$ cat src/rtl/stopwatch_pkg.sv
`default_nettype none
// ============================================================================
// Module      : stopwatch_pkg
// Description : Shared types and constants for the MM:SS stopwatch
//               controller: FSM state encoding, seconds wrap limit, BCD
//               digit width and a BCD split helper for wrap limits.
// Revision    : 1.0  initial release
// ============================================================================
package stopwatch_pkg;

    // Width of one BCD digit
    localparam int DIGIT_W = 4;

    // Highest seconds value before wrapping to 00
    localparam int SEC_MAX = 59;

    // Controller states, explicitly encoded
    typedef enum logic [1:0] {
        PAUSED = 2'd0,
        RUN    = 2'd1,
        ADJUST = 2'd2
    } state_t;

    // Tens digit of a 0..99 value
    function automatic logic [DIGIT_W-1:0] bcd_tens(input int v);
        return DIGIT_W'((v / 10) % 10);
    endfunction

    // Ones digit of a 0..99 value
    function automatic logic [DIGIT_W-1:0] bcd_ones(input int v);
        return DIGIT_W'(v % 10);
    endfunction

endpackage : stopwatch_pkg
`default_nettype wire

$ cat src/rtl/bcd_wrap_counter.sv
`default_nettype none
// ============================================================================
// Module      : bcd_wrap_counter
// Description : Two-digit BCD counter that wraps to 00 after reaching a
//               run-time wrap limit. Clear beats increment. The carry-out
//               is combinational so the next field can advance on the same
//               clock edge as this one wraps.
// Ports       : clk, rst      - clock, synchronous active-high reset
//               i_inc         - increment enable (one cycle)
//               i_clr         - synchronous clear to 00
//               i_lim_tens/ones - BCD wrap limit
//               o_tens/o_ones - registered BCD digits
//               o_carry       - high when this cycle's increment wraps
// Revision    : 1.0  initial release
// ============================================================================
module bcd_wrap_counter
    import stopwatch_pkg::*;
(
    input  logic               clk,
    input  logic               rst,
    input  logic               i_inc,
    input  logic               i_clr,
    input  logic [DIGIT_W-1:0] i_lim_tens,
    input  logic [DIGIT_W-1:0] i_lim_ones,
    output logic [DIGIT_W-1:0] o_tens,
    output logic [DIGIT_W-1:0] o_ones,
    output logic               o_carry
);

    localparam logic [DIGIT_W-1:0] c_NINE = DIGIT_W'(9);

    logic [DIGIT_W-1:0] r_tens;
    logic [DIGIT_W-1:0] r_ones;
    logic               w_at_limit;

    assign w_at_limit = (r_tens == i_lim_tens) && (r_ones == i_lim_ones);

    // A clear in the same cycle suppresses the carry, so the next field is
    // not bumped while everything is being zeroed.
    assign o_carry = i_inc & w_at_limit & ~i_clr;

    always_ff @(posedge clk) begin
        if (rst || i_clr) begin
            r_tens <= '0;
            r_ones <= '0;
        end else if (i_inc) begin
            if (w_at_limit) begin
                r_tens <= '0;
                r_ones <= '0;
            end else if (r_ones >= c_NINE) begin
                r_tens <= r_tens + DIGIT_W'(1);
                r_ones <= '0;
            end else begin
                r_ones <= r_ones + DIGIT_W'(1);
            end
        end
    end

    assign o_tens = r_tens;
    assign o_ones = r_ones;

endmodule : bcd_wrap_counter
`default_nettype wire

$ cat src/rtl/stopwatch_ctrl.sv
`default_nettype none
// ============================================================================
// Module      : stopwatch_ctrl
// Description : MM:SS stopwatch controller. Three-state FSM (PAUSED, RUN,
//               ADJUST) driving a seconds and a minutes BCD wrap counter.
//               RUN counts seconds on tick_1hz with carry into minutes;
//               ADJUST steps the selected field on tick_2hz with no carry
//               and blinks that field. Clock division is done elsewhere.
// Ports       : clk, rst            - clock, synchronous active-high reset
//               tick_1hz, tick_2hz  - one-cycle enables from the divider
//               blink               - blink phase level
//               pause_p, clear_p    - debounced button pulses
//               adj, sel            - adjust mode / field select (1 = sec)
//               min_t, min_o, sec_t, sec_o - BCD digits of MM:SS
//               blank_min, blank_sec - field blank requests
//               running             - 1 while in RUN
// Revision    : 1.0  initial release
// ============================================================================
module stopwatch_ctrl
    import stopwatch_pkg::*;
#(
    parameter int MAX_MIN = 59
) (
    input  logic               clk,
    input  logic               rst,
    input  logic               tick_1hz,
    input  logic               tick_2hz,
    input  logic               blink,
    input  logic               pause_p,
    input  logic               clear_p,
    input  logic               adj,
    input  logic               sel,
    output logic [DIGIT_W-1:0] min_t,
    output logic [DIGIT_W-1:0] min_o,
    output logic [DIGIT_W-1:0] sec_t,
    output logic [DIGIT_W-1:0] sec_o,
    output logic               blank_min,
    output logic               blank_sec,
    output logic               running
);

    localparam logic [DIGIT_W-1:0] c_SEC_LIM_T = bcd_tens(SEC_MAX);
    localparam logic [DIGIT_W-1:0] c_SEC_LIM_O = bcd_ones(SEC_MAX);
    localparam logic [DIGIT_W-1:0] c_MIN_LIM_T = bcd_tens(MAX_MIN);
    localparam logic [DIGIT_W-1:0] c_MIN_LIM_O = bcd_ones(MAX_MIN);

    state_t r_state;
    logic   r_running;
    logic   r_blank_min;
    logic   r_blank_sec;

    logic   w_sec_inc;
    logic   w_min_inc;
    logic   w_sec_carry;
    logic   w_min_carry;

    // adj wins over pause_p, so a pause pulse coinciding with adj=1 is lost.
    function automatic state_t next_state(input state_t cur, input logic a,
                                          input logic p);
        state_t nxt;
        nxt = cur;
        if (a) begin
            nxt = ADJUST;
        end else begin
            case (cur)
                PAUSED:  nxt = p ? RUN : PAUSED;
                RUN:     nxt = p ? PAUSED : RUN;
                ADJUST:  nxt = PAUSED;
                default: nxt = PAUSED;
            endcase
        end
        return nxt;
    endfunction

    // Increments depend on the current state only, so a pause in the same
    // cycle as a tick still lets that tick count.
    assign w_sec_inc = ((r_state == RUN)    & tick_1hz) |
                       ((r_state == ADJUST) & tick_2hz &  sel);
    assign w_min_inc = ((r_state == RUN)    & w_sec_carry) |
                       ((r_state == ADJUST) & tick_2hz & ~sel);

    // Outputs are registered from the state being entered, so running and
    // the blanks line up with the state on the same edge.
    always_ff @(posedge clk) begin
        if (rst) begin
            r_state     <= PAUSED;
            r_running   <= 1'b0;
            r_blank_min <= 1'b0;
            r_blank_sec <= 1'b0;
        end else begin
            r_state     <= next_state(r_state, adj, pause_p);
            r_running   <= (next_state(r_state, adj, pause_p) == RUN);
            r_blank_min <= (next_state(r_state, adj, pause_p) == ADJUST) &
                           blink & ~sel;
            r_blank_sec <= (next_state(r_state, adj, pause_p) == ADJUST) &
                           blink & sel;
        end
    end

    bcd_wrap_counter u_sec (
        .clk        (clk),
        .rst        (rst),
        .i_inc      (w_sec_inc),
        .i_clr      (clear_p),
        .i_lim_tens (c_SEC_LIM_T),
        .i_lim_ones (c_SEC_LIM_O),
        .o_tens     (sec_t),
        .o_ones     (sec_o),
        .o_carry    (w_sec_carry)
    );

    bcd_wrap_counter u_min (
        .clk        (clk),
        .rst        (rst),
        .i_inc      (w_min_inc),
        .i_clr      (clear_p),
        .i_lim_tens (c_MIN_LIM_T),
        .i_lim_ones (c_MIN_LIM_O),
        .o_tens     (min_t),
        .o_ones     (min_o),
        .o_carry    (w_min_carry)
    );

    // Minutes wrap silently; there is no hours field to carry into.
    logic w_unused;
    assign w_unused = w_min_carry;

    assign running   = r_running;
    assign blank_min = r_blank_min;
    assign blank_sec = r_blank_sec;

endmodule : stopwatch_ctrl
`default_nettype wire

$ cat config.mk
export PLATFORM = sky130hd
export DESIGN_NAME = stopwatch_ctrl
export DESIGN_NICKNAME = d
export VERILOG_FILES = /design/src/rtl/stopwatch_pkg.sv /design/src/rtl/bcd_wrap_counter.sv /design/src/rtl/stopwatch_ctrl.sv
export SDC_FILE = /design/constraint.sdc
export NUM_CORES = 1
export LEC_CHECK = 0
export BUFFER_PORTS_ARGS = -buffer_cell sky130_fd_sc_hd__buf_2
export CAP_MARGIN = 10
export CORE_MARGIN = 2
export CORE_UTILIZATION = 46
export CTS_CLUSTER_DIAMETER = 200
export DETAILED_ROUTE_END_ITERATION = 8
export PLACE_DENSITY_LB_ADDON = 0.08
export SLEW_MARGIN = 20
export SYNTH_ARGS = -nofsm -noshare
export SYNTH_HDL_FRONTEND = slang
export SYNTH_SLANG_ARGS = --single-unit
$ cat constraint.sdc
create_clock -name clk -period 1.7 [get_ports clk]
set_clock_uncertainty 0.15 [all_clocks]
set_input_delay 0.17 -clock clk [delete_from_list [all_inputs] [get_ports clk]]
set_output_delay 0.17 -clock clk [all_outputs]
set_load 0.005 [all_outputs]
; ---- Word level (Yosys, flattened, before mapping)
; Cells that the tools add are included.
[word_totals]
reg_bits = 21
in_bits = 9
[op_classes]
reduce_logical = 8
order_cmp = 2
n_bitwise = 14
add_sub_neg = 4
n_eq_ne = 8
mux = 13
[ops]
columns = cell, n
row1 = $mux W4, 8
row2 = $add A4 B1 Y4 const B, 4
row3 = $and A1 B1 Y1, 10
row4 = $eq A4 B3 Y1 const B, 2
row5 = $eq A4 B4 Y1 const B, 2
row6 = $ge A4 B4 Y1 const B, 2
row7 = $eq A2 B1 Y1 const B, 2
row8 = $eq A2 B2 Y1 const B, 2
row9 = $mux W2, 2
row10 = $reduce_and A2 Y1, 2
row11 = $reduce_bool A2 Y1, 2
row12 = $logic_and A1 B1 Y1, 2
row13 = $logic_not A2 Y1, 1
row14 = $mux W1, 2
row15 = $not A1 Y1, 2
row16 = $or A1 B1 Y1, 2
row17 = $pmux W1 S2, 1
row18 = $logic_or A1 B1 Y1, 1

; ---- Depth between registers and ports, before layout
[depth]
depth_word = 9
depth_mapped = 7
depth_no_buf = 6

; ---- By module
; Synthesis repeated with hierarchy kept, for this count alone.
[hier_totals]
hier_cells = 160
area_unflattened_um2 = 1456.4
[by_module_without_submodules]
columns = module, seq_area_each_um2, cells_each, instances, area_each_um2
row1 = bcd_wrap_counter, 160.2, 72, 2, 643.1
row2 = stopwatch_ctrl, 80.1, 16, 1, 170.2

; ---- Worst setup path before layout
; OpenSTA, ideal clock, no wires.
[synth_timing]
path_type = register to register
startpoint = register u_sec.r_ones[0], in the netlist u_sec.o_ones[0]
endpoint = register u_sec.r_tens[3], in the netlist u_sec.o_tens[3]
arrival_time_ps = 1551
path_stages_with_launch = 7
setup_ps = 75
setup_slack_ps = -76
path_cell_list = dfxtp_1 > inv_1 > ha_1 > nand2b_1 > o221ai_2 > or4_1 > o22ai_1
[synth_between]
elab_chain_cells = 4
word_cells_on_any_way = 6
[synth_lines]
columns = element, line_no
row1 = start: declaration, bcd_wrap_counter.sv:33  ; logic [DIGIT_W-1:0] r_ones;
row2 = start signal: assignment, bcd_wrap_counter.sv:54  ; r_ones <= r_ones + DIGIT_W'(1);
row3 = branches (longest 4 deep; another with $ge A4 B4 Y1), n/a
row4 = end signal: assignment, bcd_wrap_counter.sv:51  ; r_tens <= r_tens + DIGIT_W'(1);
row5 = end: declaration, bcd_wrap_counter.sv:32  ; logic [DIGIT_W-1:0] r_tens;
; Several ways; the timed one is not identified.
; A chain may end at the register's enable or synchronous reset.

; ---- Worst setup path in the final report
[layout_timing]
startpoint = register u_sec.r_ones[1], in the netlist u_sec.o_ones[1]
endpoint = register u_sec.r_tens[3], in the netlist u_sec.o_tens[3]
; Same word-level chain as after synthesis.

==> qor.txt <==
Average wire per standard cell -> 13.2 um
DRT iter0 DRCs -> 14
Switching component of the power -> 189 uW
GR Overflow Total -> 0
Hold crit path type -> input pin to flop
Post-Route WL -> 2650 um
WHS Endpoint -> u_sec.o_tens[2]$_SDFFE_PP0P_
Clock network power share -> 0.338
Largest net degree at the start of global routing -> 12
R2r setup slk -> -50 ps
I/O Buffers -> 27
Final WS setup -> -47.6 ps
Top_reg_cell synth -> dfxtp_1
Mapped Area -> 1070 um2
Distinct cell type count after synthesis -> 39
Status -> complete, but fails checks
Total Nets Final -> 193
Vias in the first global route -> 1,010
Yosys top cell by area -> dfxtp_1
Max Fclk -> 572 MHz
Final Hold Vio Count -> 0
Tightest Pin Transition -> 469 ps
Core Footprint -> 2210 um2
Final setup vio count -> 2
#FFs+latches synth -> 20
DIE AREA -> 2720 um2
Area contributors post-synth -> dfxtp_1 38%, ha_1 12%, nor2_1 3.9%
DP HPWL -> 1900 um
Final Wtd Congestion -> 0.801
Async set-reset flop share out of synthesis -> 0
Failing checks -> setup timing
Skew-Pair Late Insertion Delay -> 300 ps
Hold slack -> 147 ps
CP endpoint kind -> flop
Tmin final -> 1750 ps
Number of clock sinks -> 20
Hold path cells -> 3
Vias post-DR -> 1,067
Crit path largest cell delay -> 530 ps
Fin crit share -> 1.03
Reg2reg end -> u_sec.o_tens[3]$_SDFFE_PP0P_
Syn. warnings -> 0
Chip height -> 52.1 um
Internal power -> 641 uW
Delay-heaviest family, CP -> simple AND/OR/NAND/NOR gates
Cell mode on critical path -> and2_4
Critical Path Fanout Max -> 3
Slowest stage cell, crit path -> or4_1
GRT Total Usage -> 0.217
Critical path type -> flop to flop
Remaining DRCs -> 0
Switch share -> 0.228
ANT nets after route -> 0
Dpl cell area -> 1350 um2
P per Cell Area -> 531 nW/um2
Clock-pin slew on the worst setup and hold paths -> 110 ps
Seq/Total Area, Yosys -> 0.376
Sequential share of power -> 0.575
Combinational power share -> 0.088
WP buf/inv -> 1
Hold path startpoint -> clear_p
Slew headroom -> 0.686
Max-cap check violation count -> 0
Worst IR drop on VDD -> 0.384 mV
Worst path arrival time -> 1840 ps
IO Count -> 28
Die width -> 52.1 um
EDFF count, synth -> 0
Worst EP required -> 1790 ps
CTS tree -> done
# rows -> 17
Share of layout cells above drive strength 1 -> 0.416
Worst setup SP type -> flop
Syn nets -> 140
H-Tree Depth -> 1
Worst Reg-to-Reg Cells -> 6
Detailed Routing Iterations Pass 1 -> 4
Vias per std cell -> 5.31
First-pass GRT wire length -> 4380 um
Setup WS pre-CTS -> -12.8 ps
RSZ-0062 raised after global routing -> true
Leak -> 0.000687 uW
Avg Cell Area, Syn -> 8.81 um2
Area fraction of the dominant cell type after synthesis -> 0.376
Final Max Slew Viols -> 0
Clock Path Buffers -> 2
Antenna diodes -> 0
Area growth from synthesis to layout -> 46.8%
Initial Utilization -> 0.482
CTS Buf Count -> 3
CP Cell Sequence -> inv_2, ha_4, and2_4, and2_4, or4_1, o22ai_1
FF-to-FF Start -> u_sec.o_ones[1]$_SDFFE_PP0P_
Root Buffer Master -> clkbuf_4
Design Area, Final -> 1570 um2
Syn Inst Count -> 121
Antenna violations before repair -> 0
==> metal layers <==
metal | global-route usage | wire length (um) | share of wire | vias up
met5 | 0 | 0 | 0 | -
met4 | 0.0897 | 34 | 0.013 | 0
met3 | 0.0402 | 118 | 0.044 | 5
met2 | 0.352 | 1280 | 0.48 | 27
met1 | 0.280 | 1220 | 0.46 | 497
li1 | - | - | - | 538
==> cells in the mapped netlist, drive strengths merged, types with 2 or more instances <==
cell type,number
dfxtp,20
nor2,11
ha,10
inv,10
nand2,9
a21oi,8
o21ai,7
or3,4
nand3,3
nor3,3
or4,3
xnor2,3
and2,2
and4bb,2
buf,2
mux2i,2
nor3b,2
o2bb2ai,2
==> registers in the layout (all words and copies together), names as in the netlist <==
signal        count
running           1
u_min.o_ones      4
r_state           1
blank_min         1
u_min.o_tens      4
u_sec.o_ones      4
u_sec.o_tens      4
blank_sec         1
==> worst reg2reg max path, delay by kind of cell, from the launching register on <==
family                     cells  cell delay, ps
buffers and inverters          1              50
adders and majority gates      1             150
AOI/OAI and AO/OA              1             170
and+or+nand+nor                3             820
DFF                            1             350
==> layout make-up <==
class	instances	area [um2]
Clock buffer	4	36.3
Fill cell	192	647
Inverter	10	37.5
Multi-Input combinational cell	89	727
Sequential cell	20	409
Tap cell	28	35.0
Timing Repair Buffer	50	320
==> logic make-up (layout without fill, tap and decap cells) <==
kind of cell | after synthesis | count (layout) | share of synthesized area
flip-flops | 20 | 20 | 0.376
AND/OR/NAND/NOR | 49 | 49 | 0.268
XOR/XNOR | 4 | 4 | 0.0329
multiplexers | 2 | 2 | 0.0188
adder cells (fa/ha/maj) | 10 | 10 | 0.117
AO/OA/AOI/OAI | 24 | 24 | 0.144
buffers and inverters | 12 | 64 | 0.0434
==> cell usage in the layout, fill, tap and decap left out, drive strengths merged, types with 4 or more instances in the layout <==
master       netlist  layout
buf                2      44
dfxtp             20      20
nor2              11      11
inv               10      10
ha                10      10
nand2              9       9
a21oi              8       8
o21ai              7       7
dlygate4sd3        0       6
or3                4       4
clkbuf             0       4
==> through the flow <==
step                cells  total power (uW)  setup TNS (ps)   util
global placement      189               538               0  0.612
floorplan             121               514               0      -
global route          201               870            -321  0.708
finish                201               831           -55.1  0.708
CTS                   200               826           -21.0  0.664
detailed placement    189               540           -12.8  0.612
==> power groups by stage <==
stage	logic, uW	registers (uW)	clock network, uW
after CTS	63.7	476	286
after global placement	50.8	487	0
final	72.7	477	281
after detailed placement	51.9	488	0
after floorplan	26.7	488	0
after global routing	78.8	478	312
==> what timing repair did <==
action	CTS	global route
setup buffers	1	0
cloned	0	1
hold endpoints to repair	4	0
pin swaps	0	5
hold buffers	6	0
resized for setup	3	22
endpoints found under the setup margin	5	14
==> worst max path at each step <==
stage                                       startpoint                           end  depth (start not counted)
after floorplan           u_min.o_ones[1]$_SDFFE_PP0P_  u_min.o_tens[2]$_SDFFE_PP0P_                          5
after global placement    u_sec.o_ones[0]$_SDFFE_PP0P_  u_sec.o_tens[3]$_SDFFE_PP0P_                          5
after detailed placement  u_sec.o_ones[1]$_SDFFE_PP0P_  u_sec.o_tens[3]$_SDFFE_PP0P_                          6
after CTS                 u_sec.o_ones[1]$_SDFFE_PP0P_  u_sec.o_tens[3]$_SDFFE_PP0P_                          6
after global routing      u_sec.o_tens[1]$_SDFFE_PP0P_  u_sec.o_tens[3]$_SDFFE_PP0P_                          6
final                     u_sec.o_ones[1]$_SDFFE_PP0P_  u_sec.o_tens[3]$_SDFFE_PP0P_                          6
Power figures use the tool's default switching activity.
